`src/rtl/sync_dualrail_tx.sv`:
```
// sync_dualrail_tx: clocked-to-asynchronous bridge into a dual-rail register stage.
// Binary words arrive on valid/ready, wait in a one-word buffer, and are driven out
// as dual-rail codewords under a four-phase return-to-zero handshake against ack_in.
module sync_dualrail_tx #(
    parameter int N_BITS      = 4,
    parameter int SYNC_STAGES = 2,
    parameter int TIMEOUT_CYC = 255
) (
    input  logic                clk,
    input  logic                rst,
    input  logic [N_BITS-1:0]   in_data,
    input  logic                in_valid,
    output logic                in_ready,
    output logic [2*N_BITS-1:0] data_out,
    input  logic                ack_in,
    output logic                busy,
    output logic [7:0]          tx_count,
    output logic                err_timeout
);

    // Fewer than two flops would not be a synchroniser; clamp silently.
    localparam int SYNC_N = (SYNC_STAGES < 2) ? 2 : SYNC_STAGES;
    localparam int CNT_W  = (TIMEOUT_CYC > 1) ? $clog2(TIMEOUT_CYC + 1) : 1;
    localparam logic [CNT_W-1:0] TO_VAL = CNT_W'(TIMEOUT_CYC);
    localparam bit TO_EN = (TIMEOUT_CYC != 0);

    typedef enum logic [1:0] {
        S_IDLE,
        S_WAIT_HI,
        S_WAIT_LO
    } state_t;

    state_t                r_state;
    state_t                w_state_nxt;
    logic [SYNC_N-1:0]     r_ack_sync;
    logic                  w_ack_s;
    logic [N_BITS-1:0]     r_buf;
    logic                  r_buf_full;
    logic                  w_load;
    logic                  w_buf_free;
    logic [2*N_BITS-1:0]   r_data_out;
    logic [2*N_BITS-1:0]   w_data_nxt;
    logic                  w_tx_inc;
    logic [7:0]            r_tx_count;
    logic [CNT_W-1:0]      r_cnt;
    logic [CNT_W-1:0]      w_cnt_nxt;
    logic                  r_err;

    // bit=1 -> true rail high (10), bit=0 -> false rail high (01)
    function automatic logic [2*N_BITS-1:0] encode(input logic [N_BITS-1:0] word);
        logic [2*N_BITS-1:0] enc;
        enc = '0;
        for (int unsigned i = 0; i < N_BITS; i++) begin
            enc[2*i+1] = word[i];
            enc[2*i]   = ~word[i];
        end
        return enc;
    endfunction

    assign w_ack_s    = r_ack_sync[SYNC_N-1];
    assign w_load     = in_valid & ~r_buf_full;

    // Synchronise ack_in; flops come out of reset high so a set downstream stage is respected
    always_ff @(posedge clk) begin
        if (rst) begin
            r_ack_sync <= '1;
        end else begin
            r_ack_sync <= {r_ack_sync[SYNC_N-2:0], ack_in};
        end
    end

    // One-word holding buffer; load and free are mutually exclusive via in_ready
    always_ff @(posedge clk) begin
        if (rst) begin
            r_buf      <= '0;
            r_buf_full <= 1'b0;
        end else if (w_load) begin
            r_buf      <= in_data;
            r_buf_full <= 1'b1;
        end else if (w_buf_free) begin
            r_buf_full <= 1'b0;
        end
    end

    // Handshake next-state, next rail value, buffer free and completion strobe
    always_comb begin
        w_state_nxt = r_state;
        w_data_nxt  = r_data_out;
        w_buf_free  = 1'b0;
        w_tx_inc    = 1'b0;
        case (r_state)
            S_IDLE: begin
                w_data_nxt = '0;
                if (r_buf_full && !w_ack_s) begin
                    w_data_nxt  = encode(r_buf);
                    w_buf_free  = 1'b1;
                    w_state_nxt = S_WAIT_HI;
                end
            end
            S_WAIT_HI: begin
                if (w_ack_s) begin
                    w_data_nxt  = '0;
                    w_state_nxt = S_WAIT_LO;
                end
            end
            S_WAIT_LO: begin
                if (!w_ack_s) begin
                    w_tx_inc = 1'b1;
                    if (r_buf_full) begin
                        w_data_nxt  = encode(r_buf);
                        w_buf_free  = 1'b1;
                        w_state_nxt = S_WAIT_HI;
                    end else begin
                        w_state_nxt = S_IDLE;
                    end
                end
            end
            default: begin
                w_data_nxt  = '0;
                w_state_nxt = S_IDLE;
            end
        endcase
    end

    // Wait-cycle counter: clears in IDLE and on any state change, saturates at the limit
    always_comb begin
        w_cnt_nxt = r_cnt;
        if (r_state == S_IDLE || w_state_nxt != r_state) begin
            w_cnt_nxt = '0;
        end else if (r_cnt != TO_VAL) begin
            w_cnt_nxt = r_cnt + CNT_W'(1);
        end
    end

    // State, registered rails, completion counter and sticky timeout flag
    always_ff @(posedge clk) begin
        if (rst) begin
            r_state    <= S_IDLE;
            r_data_out <= '0;
            r_tx_count <= '0;
            r_cnt      <= '0;
            r_err      <= 1'b0;
        end else begin
            r_state    <= w_state_nxt;
            r_data_out <= w_data_nxt;
            r_cnt      <= w_cnt_nxt;
            if (w_tx_inc) begin
                r_tx_count <= r_tx_count + 8'd1;
            end
            if (TO_EN && w_cnt_nxt == TO_VAL) begin
                r_err <= 1'b1;
            end
        end
    end

    assign in_ready    = ~r_buf_full;
    assign data_out    = r_data_out;
    assign busy        = (r_state != S_IDLE) | r_buf_full;
    assign tx_count    = r_tx_count;
    assign err_timeout = r_err;

endmodule

```
`config.mk`:
```
export PLATFORM = sky130hd
export DESIGN_NAME = sync_dualrail_tx
export DESIGN_NICKNAME = d
export VERILOG_FILES = /design/src/rtl/sync_dualrail_tx.sv
export SDC_FILE = /design/constraint.sdc
export NUM_CORES = 1
export LEC_CHECK = 0
export CAP_MARGIN = 20
export CORE_ASPECT_RATIO = 1.1
export CORE_UTILIZATION = 56
export CTS_BUF_LIST = sky130_fd_sc_hd__clkbuf_8
export DETAILED_ROUTE_END_ITERATION = 8
export PLACE_DENSITY = 0.84
export SYNTH_ARGS = -nofsm -noshare
export SYNTH_HDL_FRONTEND = slang
export SYNTH_SLANG_ARGS = --single-unit
```
`constraint.sdc`:
```
create_clock -name clk -period 3 [get_ports clk]
set_input_delay 0.9 -clock clk [delete_from_list [all_inputs] [get_ports clk]]
set_output_delay 0.9 -clock clk [all_outputs]
set_load 0.02 [all_outputs]
```
==> metrics <==
status=finished clean; top fanout value on the critical path=7; RePlAce Congestion=between 0.7 and 0.8; Power Density=455 mW/mm^2; Yosys top cell area share=0.458; port bufs=26; first-pass GRT wire length=5.57 mm; Post-synth ARST share=0; Internal Dissipation=659 uW; die area=about 0.0029 mm^2; post-synth top area cell=dfxtp_1; Fillers=between 200 and 250; final setup fails=0; DP HPWL=2.34 mm; Die Wd=51.1 um; # Max-Cap Violations=0; Post-Syn Area=between 0.001 and 0.0015 mm^2; Post-synth EDFFs=0; core region area=around 0.0025 mm^2; hold path cells=1; Synth Register Bits=34; Yosys cell types=42; Final ANT Viol Nets=0; register area share after synthesis=0.458; post-CTS setup buffer count=0; Worst Setup Start Kind=register; Worst R2R Path Depth=5; Area Overhead vs Synth=23.6%; clock-pin transition on the worst setup and hold timing paths=~0.06 ns; VDD IR-drop max=0.000488 V; cts bufs inserted=5; Crit Path Class=reg -> out; initial antenna violation count=0; fmax=around 0.4 GHz; Levels on crit path=2; Buf/Inv on CP=1; Pins Over Slew Limit=0; Static Leak=a little under 0.7 nW; CP max stage delay=between 0.5 and 0.6 ns; Most used DFF post-synth=dfxtp_1; 1st-pass router iterations=4; Layout Skew=roughly 0.0044 ns; Final Hold Violating Endpoints=0; initial DRC count=38; Worst Setup SP=r_state[1]$_SDFF_PP0_; Hold Path Class=reg -> reg; DRT Wirelength=between 3 and 4 mm; final cycle utilization of the critical path=0.821; row count=19; post-route insts no fill=~220; RSZ-0062 raised after global routing=no; Rel. slew slack=0.605; cts repair resizes=0; Clock Latency Late Sink=roughly 0.29 ns; Psw=around 180 uW; Longest Clk Path Bufs=2; Post-Syn Instances=~170; Vias/cell=5.80; H-Tree Depth=2; cell chain of the critical path=or3_1 > clkdlybuf4s50_1; Worst Path Required=between 2 and 2.5 ns; Total Routing Usage GR=0.264; Net Sw Frac=0.214; Final #Nets=about 200; top-count cell post-synth=dfxtp_1; Starting Density=0.590; vias in the first global route=about 1300; Hold Crit Start=r_ack_sync[0]$_SDFF_PP1_; syn nets=between 150 and 200; worst path arrival time=1.56 ns; Multi-input gate area=between 700 and 800 um^2; WL/cell=14.6 um; Worst Setup End Kind=output pin; largest cells by area after synthesis=dfxtp_1 (46%), nor2_1 (8.3%), xor2_1 (4.1%); Tmin final=around 2.5 ns; global route total overflow=0; largest net degree at the start of global routing=28; Slowest cell on crit path=clkdlybuf4s50_1; syn avg cell area=around 9 um^2; delay-heaviest family, CP=buffers and inverters; Clock Sinks=34; via count=~1300; Ports=27; CTS tree=yes; Clock power frac=0.391; setup_tns=0 ns; clock root buffer=clkbuf_8; number of remaining DRC errors=0; measured slew at the worst slew-check pin=around 0.59 ns; share of cells above drive strength 1=0.0833; top cells by instance count after synthesis=dfxtp_1 (34), nor2_1 (33), nor3_1 (9), nand2_1 (8); Reg area=681 um^2; Die Y=between 50 and 60 um; Comb pwr share=0.053; diode count=0; Synth Warn #=0; cts hold-fix bufs=0; placed cell count=approximately 220; reg2reg start=r_cnt[0]$_SDFF_PP0_; Seq pwr share=0.556
power groups by stage:
stage | Clock [mW] | Sequential [mW] | Combinational, mW
after detailed placement | 0 | 0.475 | 0.0448
after floorplan | 0 | 0.474 | 0.0266
after CTS | 0.335 | 0.465 | 0.0449
after global placement | 0 | 0.475 | 0.0431
after global routing | 0.349 | 0.466 | 0.0484
final | 0.328 | 0.465 | 0.0445
cells by family (layout without fill, tap and decap cells):
family	Yosys count	after routing	synth area share
AOI/OAI and AO/OA	24	24	0.110
DFF	34	34	0.458
adders and majority gates	2	2	0.0168
buffers and inverters	10	36	0.0328
muxes	6	6	0.0404
and+or+nand+nor	81	81	0.289
xor gates and xnor gates	9	9	0.0530
state kept, by name, summed over array words and instances (netlist names):
signal and cells:
r_buf 4, data_out 8, r_state 2, r_ack_sync 2, err_timeout 1, r_cnt 8
tx_count 8, r_buf_full 1
worst register-to-register path: cells and delay by family (launching register included):
kind	cells	cell delay, ns
fa+ha+maj	1	0.35
flops	1	0.43
simple gates	3	0.64
mux	1	0.26
routing by layer:
layer | vias to the layer above | part of all wire | track usage
met4 | 0 | 0.016 | 0.119
met1 | 629 | 0.40 | 0.262
met5 | - | 0 | 0
met3 | 6 | 0.036 | 0.0984
met2 | 26 | 0.54 | 0.472
li1 | 632 | - | -
path summary, 6_finish.rpt:
path / to / slack [ns]
worst min-delay path: r_ack_sync[1]$_SDFF_PP1_ / 0.41
worst max-delay path: busy / 0.54
worst min register to register: r_ack_sync[1]$_SDFF_PP1_ / 0.41
worst max register to register: r_cnt[1]$_SDFF_PP0_ / 1.21
per-stage QoR:
stage	power [mW]	cell area [um^2]	setup slack, ns	hold slack [ns]	util
CTS	0.845	1840	0.527	0.412	0.730
global route	0.863	1840	0.475	0.422	0.730
finish	0.838	1840	0.536	0.411	0.730
detailed placement	0.520	1760	0.806	0.400	0.697
floorplan	0.500	1490	1.20	0.389	-
global placement	0.518	1760	0.835	0.394	0.697
placed cells by master, fill, tap and decap left out, types with 2 or more instances in the layout:
cell,instances
a22oi_1,4
ha_1,2
a211oi_1,2
inv_1,3
nor3_1,9
and3_1,2
xnor2_1,2
nand2_1,8
nand3_1,3
nand4_1,5
a21oi_1,7
dfxtp_1,34
mux2i_1,6
nor3b_1,3
nand2b_1,3
xor2_1,7
o21ai_0,3
and2b_2,2
clkbuf_8,6
or2_2,3
clkdlybuf4s50_1,26
nor2_1,33
layout make-up:
type / instances / share of cell area
multi-input cells: 122 / 0.412
flip-flops and latches: 34 / 0.370
inverters: 3 / 0.00612
repair buffers: 27 / 0.146
well taps: 31 / 0.0211
clock buffers: 6 / 0.0449
No activity file was read; power rests on OpenSTA's default activity.
